## config.mk

```make
export PLATFORM = sky130hd
export DESIGN_NAME = spi_byte_sequencer
export DESIGN_NICKNAME = d
export VERILOG_FILES = /design/src/rtl/spi_pkg.sv /design/src/rtl/spi_sync_fifo.sv /design/src/rtl/spi_byte_sequencer.sv
export SDC_FILE = /design/constraint.sdc
export NUM_CORES = 1
export LEC_CHECK = 0
export CAP_MARGIN = 5
export CORE_UTILIZATION = 52
export CTS_BUF_LIST = sky130_fd_sc_hd__clkbuf_4
export DETAILED_ROUTE_END_ITERATION = 7
export PLACE_DENSITY = 0.79
export SYNTH_ARGS = -nofsm -noshare
export SYNTH_HDL_FRONTEND = slang
export SYNTH_SLANG_ARGS = --single-unit
export TNS_END_PERCENT = 5
```

## constraint.sdc

```tcl
create_clock -name clk -period 2.7 [get_ports clk]
set_input_delay 0.81 -clock clk [delete_from_list [all_inputs] [get_ports clk]]
set_output_delay 0.81 -clock clk [all_outputs]
set_load 0.01 [all_outputs]
```

## src/rtl/spi_pkg.sv

```systemverilog
// rtl/spi_pkg.sv - shared types and constants for the SPI byte sequencer
package spi_pkg;

    localparam int SPI_DATA_WIDTH = 8;

    typedef enum logic [2:0] {
        IDLE,
        START,
        WAIT_EN,
        WAIT_DONE,
        CAPTURE
    } seq_state_t;

endpackage

```

## src/rtl/spi_sync_fifo.sv

```systemverilog
// rtl/spi_sync_fifo.sv - first-word-fall-through synchronous FIFO, power-of-2 depth
module spi_sync_fifo #(
    parameter int WIDTH = 8,
    parameter int DEPTH = 4
) (
    input  logic                     clk,
    input  logic                     rst,
    input  logic                     push,
    input  logic [WIDTH-1:0]         push_data,
    input  logic                     pop,
    output logic [WIDTH-1:0]         pop_data,
    output logic                     empty,
    output logic [$clog2(DEPTH):0]   count
);

    localparam int AW = $clog2(DEPTH);

    logic [WIDTH-1:0] mem [DEPTH];
    logic [AW:0]      wr_ptr;
    logic [AW:0]      rd_ptr;
    logic             full;
    logic             do_push;
    logic             do_pop;

    // Extra MSB distinguishes full from empty when the index bits match.
    assign empty    = (wr_ptr == rd_ptr);
    assign full     = (wr_ptr[AW] != rd_ptr[AW]) && (wr_ptr[AW-1:0] == rd_ptr[AW-1:0]);
    assign count    = wr_ptr - rd_ptr;
    assign pop_data = mem[rd_ptr[AW-1:0]];

    // A pop frees the slot a simultaneous push lands in, so both proceed even when full.
    assign do_pop  = pop && !empty;
    assign do_push = push && (!full || do_pop);

    always_ff @(posedge clk or posedge rst) begin
        if (rst) begin
            wr_ptr <= '0;
            rd_ptr <= '0;
        end else begin
            if (do_push) wr_ptr <= wr_ptr + 1'b1;
            if (do_pop)  rd_ptr <= rd_ptr + 1'b1;
        end
    end

    always_ff @(posedge clk) begin
        if (do_push) mem[wr_ptr[AW-1:0]] <= push_data;
    end

endmodule

```

## src/rtl/spi_byte_sequencer.sv

```systemverilog
// rtl/spi_byte_sequencer.sv - TX/RX FIFO front end feeding one byte at a time to the SPI driver; SPI_SEQ_TIMEOUT_EN adds a WAIT_EN timeout
module spi_byte_sequencer
    import spi_pkg::*;
#(
    parameter int DATA_WIDTH  = SPI_DATA_WIDTH,
    parameter int TX_DEPTH    = 4,
    parameter int RX_DEPTH    = 4
`ifdef SPI_SEQ_TIMEOUT_EN
    ,
    parameter int TIMEOUT_CYC = 64
`endif
) (
    input  logic                  clk,
    input  logic                  rst,
    input  logic [DATA_WIDTH-1:0] tx_data,
    input  logic                  tx_valid,
    output logic                  tx_ready,
    output logic [DATA_WIDTH-1:0] rx_data,
    output logic                  rx_valid,
    input  logic                  rx_ready,
    output logic [DATA_WIDTH-1:0] drv_data_in,
    output logic                  drv_start,
    input  logic                  drv_en,
    input  logic [DATA_WIDTH-1:0] drv_data_out,
    output logic                  busy,
    output logic                  timeout_err
);

    localparam int TXW = $clog2(TX_DEPTH) + 1;
    localparam int RXW = $clog2(RX_DEPTH) + 1;

    seq_state_t            state;
    logic [DATA_WIDTH-1:0] hold_reg;
    logic                  en_q;
    logic [DATA_WIDTH-1:0] tx_head;
    logic                  tx_empty;
    logic [TXW-1:0]        tx_count;
    logic                  rx_empty;
    logic [RXW-1:0]        rx_count;
    logic                  tx_push;
    logic                  rx_pop;
    logic                  rx_push;
    logic                  rx_has_slot;
    logic                  load;

    assign tx_ready = (tx_count != TXW'(TX_DEPTH));
    assign tx_push  = tx_valid && tx_ready;
    assign rx_valid = !rx_empty;
    assign rx_pop   = rx_valid && rx_ready;

    // The capture of the previous byte has already landed by the time IDLE is
    // re-entered, so rx_count already includes every byte in flight.
    assign rx_has_slot = (rx_count < RXW'(RX_DEPTH));
    assign load        = (state == IDLE) && !tx_empty && rx_has_slot;
    assign rx_push     = (state == CAPTURE);

    assign drv_data_in = hold_reg;
    assign busy        = (state != IDLE) || !tx_empty;

    spi_sync_fifo #(
        .WIDTH (DATA_WIDTH),
        .DEPTH (TX_DEPTH)
    ) u_tx_fifo (
        .clk       (clk),
        .rst       (rst),
        .push      (tx_push),
        .push_data (tx_data),
        .pop       (load),
        .pop_data  (tx_head),
        .empty     (tx_empty),
        .count     (tx_count)
    );

    spi_sync_fifo #(
        .WIDTH (DATA_WIDTH),
        .DEPTH (RX_DEPTH)
    ) u_rx_fifo (
        .clk       (clk),
        .rst       (rst),
        .push      (rx_push),
        .push_data (drv_data_out),
        .pop       (rx_pop),
        .pop_data  (rx_data),
        .empty     (rx_empty),
        .count     (rx_count)
    );

`ifdef SPI_SEQ_TIMEOUT_EN
    localparam int TW = $clog2(TIMEOUT_CYC + 1);
    logic [TW-1:0] tmo_cnt;
    logic          tmo_err_q;
    assign timeout_err = tmo_err_q;
`else
    assign timeout_err = 1'b0;
`endif

    always_ff @(posedge clk or posedge rst) begin
        if (rst) begin
            state     <= IDLE;
            hold_reg  <= '0;
            drv_start <= 1'b0;
            en_q      <= 1'b0;
`ifdef SPI_SEQ_TIMEOUT_EN
            tmo_cnt   <= '0;
            tmo_err_q <= 1'b0;
`endif
        end else begin
            drv_start <= 1'b0;
            en_q      <= drv_en;
            case (state)
                IDLE: begin
                    if (load) begin
                        hold_reg  <= tx_head;
                        drv_start <= 1'b1;
                        state     <= START;
                    end
                end
                START: begin
                    // Forget any drv_en high left over from a foreign transfer.
                    en_q  <= 1'b0;
                    state <= WAIT_EN;
`ifdef SPI_SEQ_TIMEOUT_EN
                    tmo_cnt <= '0;
`endif
                end
                WAIT_EN: begin
                    if (drv_en) begin
                        state <= WAIT_DONE;
                    end
`ifdef SPI_SEQ_TIMEOUT_EN
                    else if (tmo_cnt == TW'(TIMEOUT_CYC - 1)) begin
                        tmo_err_q <= 1'b1;
                        state     <= IDLE;
                    end else begin
                        tmo_cnt <= tmo_cnt + 1'b1;
                    end
`endif
                end
                WAIT_DONE: begin
                    if (en_q && !drv_en) state <= CAPTURE;
                end
                CAPTURE: begin
                    state <= IDLE;
                end
                default: begin
                    state <= IDLE;
                end
            endcase
        end
    end

endmodule

```

==> results.py, run 1 <==
metrics = {
    "clocking": {
        "cts_tree": "yes",
        "cts-htree-levels": 3,
        "clk_pin_slew_ns": 0.15,
        "cts-root-buf": "clkbuf_4",
        "clkLatencyLatePin_ns": 0.42,
        "cts-buffers-inserted": 9,
        "cts.path.max_buffers": 2,
        "cts.sinks": 89,
    },
    "global_route": {
        "gr-usage-met3_pct": 3.524,
        "antenna_found_initial": 0,
        "grt_usage_pct": 17.68,
        "grt_max_degree": 26,
        "met2_usage_pct": 30.38,
        "grt_pass1_vias": 1931,
        "globalRouteOverflowTotal": 0,
        "gr-usage-met1_pct": 22.10,
        "busiest_layer": "met2",
        "grt_pass1_wl_mm": 9.639,
    },
    "final_layout": {
        "syn2layout_area_growth_pct": 18.77,
        "antenna_cells": 0,
        "mostFrequentLayoutCell": "edfxtp_1",
        "fin_cells": 368,
        "final_nets": 302,
        "layout_common_cells": "edfxtp_1, clkdlybuf4s50_1, dfrtp_1",
        "drive_above_1_share_pct": 23.90,
        "nFillCells": 513,
    },
    "sta": {
        "setup_ws_ns": 0.1484,
        "slew_viol_final": 0,
        "clock_skew_ns": 0.01342,
        "fmax_ghz": 0.3919,
        "fin_crit_sh_pct": 94.50,
        "setup_viol": 0,
        "rsz0062_at_grt": "no",
        "finalCriticalPeriod_ns": 2.552,
        "final_hold_viol_count": 0,
    },
    "synthesis": {
        "ys_seq_area_share_pct": 68.23,
        "yosys_register_bits": 89,
        "ys_warn_count": 0,
        "synth_area_per_cell_um2": 17.78,
        "netlist_area_mm2": 0.003734,
        "syn_nets": 245,
        "synth_edf_count": 64,
        "async_reset_ff_share_pct": 28.09,
        "postSynthCellCount": 210,
        "synthFlopType": "edfxtp_1",
        "ys_types": 40,
    },
    "critical_path": {
        "regToRegSetupSlack_ns": 0.39,
        "r2r_end": "u_tx_fifo.mem[3][1]$_DFFE_PP_",
        "cp.required_ns": 1.89,
        "crit_start": "u_rx_fifo.rd_ptr[0]$_DFFE_PP0P_",
        "cp-end-kind": "primary output",
        "rr_startpoint": "u_rx_fifo.wr_ptr[1]$_DFFE_PP0P_",
        "cp_max_fo": 6,
        "cp.arrival_ns": 1.74,
        "crit_type": "flip-flop to primary output",
        "reg2regPathDepth": 5,
        "cp-start-kind": "flip-flop",
    },
    "place": {
        "place_ws_ns": 0.2306,
        "portBuffers": 40,
        "dpl.hpwl_mm": 3.987,
        "place_congestion": 0.7491,
        "dp.cells": 349,
    },
    "detailed_routing": {
        "dr.pass1.iters": 4,
        "vias": 1893,
        "drc": 0,
        "wl_mm": 5.853,
        "viasPerCell": 5.144,
        "wire_per_inst_um": 15.90,
        "antenna_left": 0,
        "drt_iter0_drc": 80,
    },
    "power_and_ir_drop": {
        "p_leak_nw": 1.644,
        "ir_worst_vdd_v": 0.0005586,
        "power_density_mw_per_mm2": 1007,
    },
    "worst_hold_path": {
        "hold-path-endpoint": "u_rx_fifo.wr_ptr[2]$_DFFE_PP0P_",
        "hold_path_startpoint": "u_rx_fifo.wr_ptr[2]$_DFFE_PP0P_",
        "min_path_type": "flip-flop to flip-flop",
        "whs_path_depth": 1,
    },
    "floorplanning": {
        "dieArea_mm2": 0.007523,
        "std_cell_rows": 30,
        "core-area_mm2": 0.006869,
        "die-height_um": 86.74,
        "io_pins": 42,
        "initial_core_util_pct": 54.35,
        "dieWidth_um": 86.74,
    },
    "run": {
        "drv_cap": 0,
    },
    "run_status": {
        "status": "finished, final reports clean",
    },
}
[report_power, final]
part	total [W]	internal, W	switching, W
Clock	0.000702	0.000217	0.000484
Sequential	0.00195	0.00177	0.000179
Combinational	0.00181	0.000976	0.000838
Total	0.00447	0.00296	0.00150
[what timing repair did]
item | CTS | global route
setup buffers | 2 | 1
setup endpoints to repair | 11 | 1
resized for setup | 11 | 1
hold buffers | 0 | 0
[cell type report]
type,count,area (um2),area share (%)
sequential,89,2547,57.45
multi-input combinational,104,1102,24.86
timing repair buffer,52,480.5,10.84
tap,96,120.1,2.709
clock inverter,7,73.82,1.665
clock buffer,9,67.56,1.524
inverter,11,42.54,0.9594
[how the worst max path moves through the flow]
| stage | to | cells past startpoint |
|---|---|---|
| 4_1_cts | busy | 6 |
| 6_report | rx_data[0] | 3 |
| 5_1_grt | rx_valid | 3 |
| 3_5_place_dp | u_rx_fifo.mem[1][0]$_DFFE_PP_ | 3 |
| 3_3_place_gp | u_rx_fifo.mem[1][7]$_DFFE_PP_ | 3 |
| 2_1_floorplan | u_tx_fifo.mem[0][0]$_DFFE_PP_ | 8 |
[cells in the mapped netlist (2+ instances only)]
cell / number / area share [%]
and2_1: 6 / 1.0
nand3_1: 3 / 0.40
nor2b_1: 3 / 0.50
mux2_4: 7 / 2.8
inv_1: 10 / 1.0
o21a_1: 2 / 0.40
o21ai_2: 2 / 0.47
xor2_1: 2 / 0.47
edfxtp_1: 64 / 51
mux4_2: 16 / 9.7
nor3_1: 2 / 0.27
o21ai_0: 4 / 0.54
nand2_1: 7 / 0.70
nand2b_1: 2 / 0.34
dfrtp_1: 25 / 17
mux2_2: 4 / 1.2
ha_1: 14 / 4.7
clkbuf_1: 2 / 0.20
a21oi_1: 2 / 0.27
a31oi_1: 2 / 0.34
nor2_1: 7 / 0.70
xnor2_1: 6 / 1.4
[routing by layer]
| metal | vias up | routed length (um) |
|---|---|---|
| li1 | 911 | - |
| met1 | 934 | 2612 |
| met2 | 39 | 2983 |
| met3 | 9 | 178 |
| met4 | 0 | 78 |
| met5 | - | 0 |
[worst max-delay path, cell delays in order (launching register included)]
cell	delay, ns
dfrtp_1	0.37
buf_4	0.18
mux4_2	0.49
dlygate4sd2_1	0.30
[state kept, by name, indices dropped and copies added (netlist names)]
| register | flops |
|---|---|
| u_tx_fifo.rd_ptr | 3 |
| u_rx_fifo.mem | 32 |
| u_tx_fifo.mem | 32 |
| en_q | 1 |
| drv_start | 1 |
| u_rx_fifo.wr_ptr | 3 |
| state | 3 |
| drv_data_in | 8 |
| u_tx_fifo.wr_ptr | 3 |
| u_rx_fifo.rd_ptr | 3 |
[metrics by stage]
step	total power (W)	hold WS (ns)	cell area (um2)	TNS (ns)	util, %
final	0.004465	0.5101	4434	0	64.55
after global routing	0.004761	0.5235	4434	0	64.55
after CTS	0.004509	0.5081	4424	-0.06498	64.41
after detailed placement	0.003833	0.4883	4278	0	62.28
after global placement	0.003776	0.4884	4278	0	62.28
after floorplan	0.003181	0.4617	3734	0	-
[cell families after synthesis]
logic type                 count (synthesis)  share of synthesized area, %
adders and majority gates                 14                         4.692
and+or+nand+nor                           35                         4.994
muxes                                     27                         13.67
buffers and inverters                     17                         2.312
xor gates and xnor gates                  10                         2.748
other                                      1                        0.1004
AOI/OAI and AO/OA                         17                         3.251
DFF                                       89                         68.23
(Power assumes the default switching activity.)
==> run 2, diff against run 1 <==
--- a/config.mk
+++ b/config.mk
@@ -11,2 +11,3 @@
 export DETAILED_ROUTE_END_ITERATION = 7
+export GPL_TIMING_DRIVEN = 0
 export PLACE_DENSITY = 0.79
--- a/constraint.sdc
+++ b/constraint.sdc
@@ -3,2 +3,2 @@
 set_output_delay 0.81 -clock clk [all_outputs]
-set_load 0.01 [all_outputs]
+set_load 0.005 [all_outputs]
==> run 2 against run 1 <==
  * Flip-flop and latch count unchanged
  * Largest power group unchanged
  * Global-route usage rose by 0.92 points
  * Non-clock buffer count unchanged
  * The flow now finishes with violations (negative setup slack)
  * Clock skew decreased by 0.0074 ns
  * Design area up 1.4%
  * Combinational power up 4%
==> results.py, run 2 (same netlist as run 1, synthesis figures left out) <==
metrics = {
    "sta": {
        "setup_tns_ns": -0.01131,
        "setup_ws_ns": -0.01131,
        "tightest_slew_ns": 0.9935,
        "clock_skew_ns": 0.006039,
        "fmax_ghz": 0.3688,
        "slew_viol_final": 0,
        "finalCriticalPeriod_ns": 2.711,
        "max-slew-margin-rel_pct": 33.69,
        "fin_crit_sh_pct": 100.4,
        "rsz0062_at_grt": "yes",
        "setup_viol": 1,
        "final_hold_viol_count": 0,
    },
    "critical_path": {
        "cpMaxStageDelayCell": "mux4_2",
        "cp_num_buf_inv": 2,
        "crit_start": "u_rx_fifo.rd_ptr[0]$_DFFE_PP0P_",
        "regToRegSetupSlack_ns": 0.17,
        "crit_end": "rx_data[1]",
        "slowest_delay_ns": 0.49,
        "cp_num_cells": 3,
        "reg2regPathDepth": 6,
        "cp_max_fo": 4,
        "rr_startpoint": "u_rx_fifo.wr_ptr[1]$_DFFE_PP0P_",
        "cp.arrival_ns": 1.90,
        "cp-start-kind": "flip-flop",
        "crit_type": "flip-flop to primary output",
        "crit_chain": "buf_4, mux4_2, clkdlybuf4s50_1",
        "cp.required_ns": 1.89,
        "critPathTopFamily": "buffers and inverters",
        "r2r_end": "u_tx_fifo.mem[1][5]$_DFFE_PP_",
        "cp-end-kind": "primary output",
    },
    "detailed_routing": {
        "viasPerCell": 5.163,
        "vias": 1900,
        "dr.pass1.iters": 4,
        "wl_mm": 6.253,
        "antenna_left": 0,
        "drt_iter0_drc": 129,
        "drc": 0,
        "wire_per_inst_um": 16.99,
    },
    "global_route": {
        "grt_max_degree": 26,
        "antenna_found_initial": 0,
        "globalRouteOverflowTotal": 0,
        "grt_pass1_vias": 1971,
        "grt_pass1_wl_mm": 9.901,
        "grt_usage_pct": 18.60,
    },
    "clocking": {
        "cts_tree": "yes",
        "cts-htree-levels": 3,
        "cts.path.max_buffers": 2,
        "cts-buffers-inserted": 9,
        "cts-root-buf": "clkbuf_4",
        "clk_pin_slew_ns": 0.13,
        "cts.sinks": 89,
        "clkLatencyLatePin_ns": 0.43,
    },
    "place": {
        "dpl.hpwl_mm": 4.013,
        "dp.cells": 346,
        "place_ws_ns": -0.5390,
        "portBuffers": 40,
        "place_congestion": 0.7596,
    },
    "floorplanning": {
        "std_cell_rows": 30,
        "initial_core_util_pct": 54.35,
        "dieArea_mm2": 0.007523,
        "die-height_um": 86.74,
        "io_pins": 42,
        "dieWidth_um": 86.74,
        "core-area_mm2": 0.006869,
    },
    "final_layout": {
        "mostFrequentLayoutCell": "edfxtp_1",
        "fin_cells": 368,
        "layout_common_cells": "edfxtp_1, clkdlybuf4s50_1, dfrtp_1",
        "drive_above_1_share_pct": 26.10,
        "syn2layout_area_growth_pct": 20.44,
        "final_nets": 302,
        "antenna_cells": 0,
        "nFillCells": 482,
        "fin_util_pct": 65.46,
    },
    "power_and_ir_drop": {
        "power_density_mw_per_mm2": 1021,
        "p_comb_share_pct": 41.3,
        "p_leak_nw": 1.666,
        "ir_worst_vdd_v": 0.0005094,
        "finalPower_w": 0.004592,
        "p_int_w": 0.003128,
        "clkPwrFrac_pct": 15.9,
        "swShare_pct": 31.88,
        "power_switching_w": 0.001464,
        "p_seq_share_pct": 42.8,
    },
    "run_status": {
        "status": "finished with violations",
        "violations": "negative setup slack",
    },
    "run": {
        "drv_cap": 0,
    },
    "worst_hold_path": {
        "min_path_type": "flip-flop to flip-flop",
    },
}
## run 2: final cells by class
cell class	instances	area, um2	area share, %
Clock buffer	9	67.56	1.503
Clock inverter	7	70.07	1.558
Tap cell	96	120.1	2.671
Inverter	11	42.54	0.9460
Multi-Input combinational cell	104	1137	25.29
Sequential cell	89	2550	56.71
Timing Repair Buffer	47	449.2	9.989
Buffer	5	60.06	1.336
## run 2: worst min path at each step
stage	cells after the start	endpoint	from	slack (ns)
global route	1	u_rx_fifo.wr_ptr[2]$_DFFE_PP0P_	u_rx_fifo.wr_ptr[2]$_DFFE_PP0P_	0.53
detailed placement	1	u_rx_fifo.wr_ptr[2]$_DFFE_PP0P_	u_rx_fifo.wr_ptr[2]$_DFFE_PP0P_	0.48
finish	1	u_rx_fifo.wr_ptr[2]$_DFFE_PP0P_	u_rx_fifo.wr_ptr[2]$_DFFE_PP0P_	0.50
CTS	1	u_rx_fifo.wr_ptr[2]$_DFFE_PP0P_	u_rx_fifo.wr_ptr[2]$_DFFE_PP0P_	0.50
floorplan	1	u_rx_fifo.wr_ptr[2]$_DFFE_PP0P_	u_rx_fifo.wr_ptr[2]$_DFFE_PP0P_	0.46
global placement	1	u_rx_fifo.wr_ptr[2]$_DFFE_PP0P_	u_rx_fifo.wr_ptr[2]$_DFFE_PP0P_	0.48
## run 2: per-layer routing
layer	routed length [um]	global-route usage, %	up-vias
li1	-	-	904
met3	236	4.476	9
met4	98	7.727	0
met5	0	0	-
met2	3182	31.10	44
met1	2736	23.46	943
## run 2: through the flow
step / hold slack [ns] / cell area (um2)
3_3_place_gp: 0.4796 / 4254
3_5_place_dp: 0.4812 / 4254
5_1_grt: 0.5283 / 4497
4_1_cts: 0.5026 / 4479
6_report: 0.4992 / 4497
2_1_floorplan: 0.4617 / 3734
## run 2: what timing repair did
action / in CTS / in global routing
gates resized for setup: 25 / 4
pin swaps: 1 / 0
setup buffers: 5 / 1
cloned: 1 / 0
endpoints found under the setup margin: 50 / 3
hold buffers: 0 / 0
## run 2: power groups by stage
stage	clock network [W]	registers (W)	logic, W
2_1_floorplan	0	0.00195	0.00117
3_3_place_gp	0	0.00198	0.00169
3_5_place_dp	0	0.00199	0.00174
4_1_cts	0.000741	0.00197	0.00189
5_1_grt	0.000805	0.00200	0.00206
6_report	0.000730	0.00197	0.00189
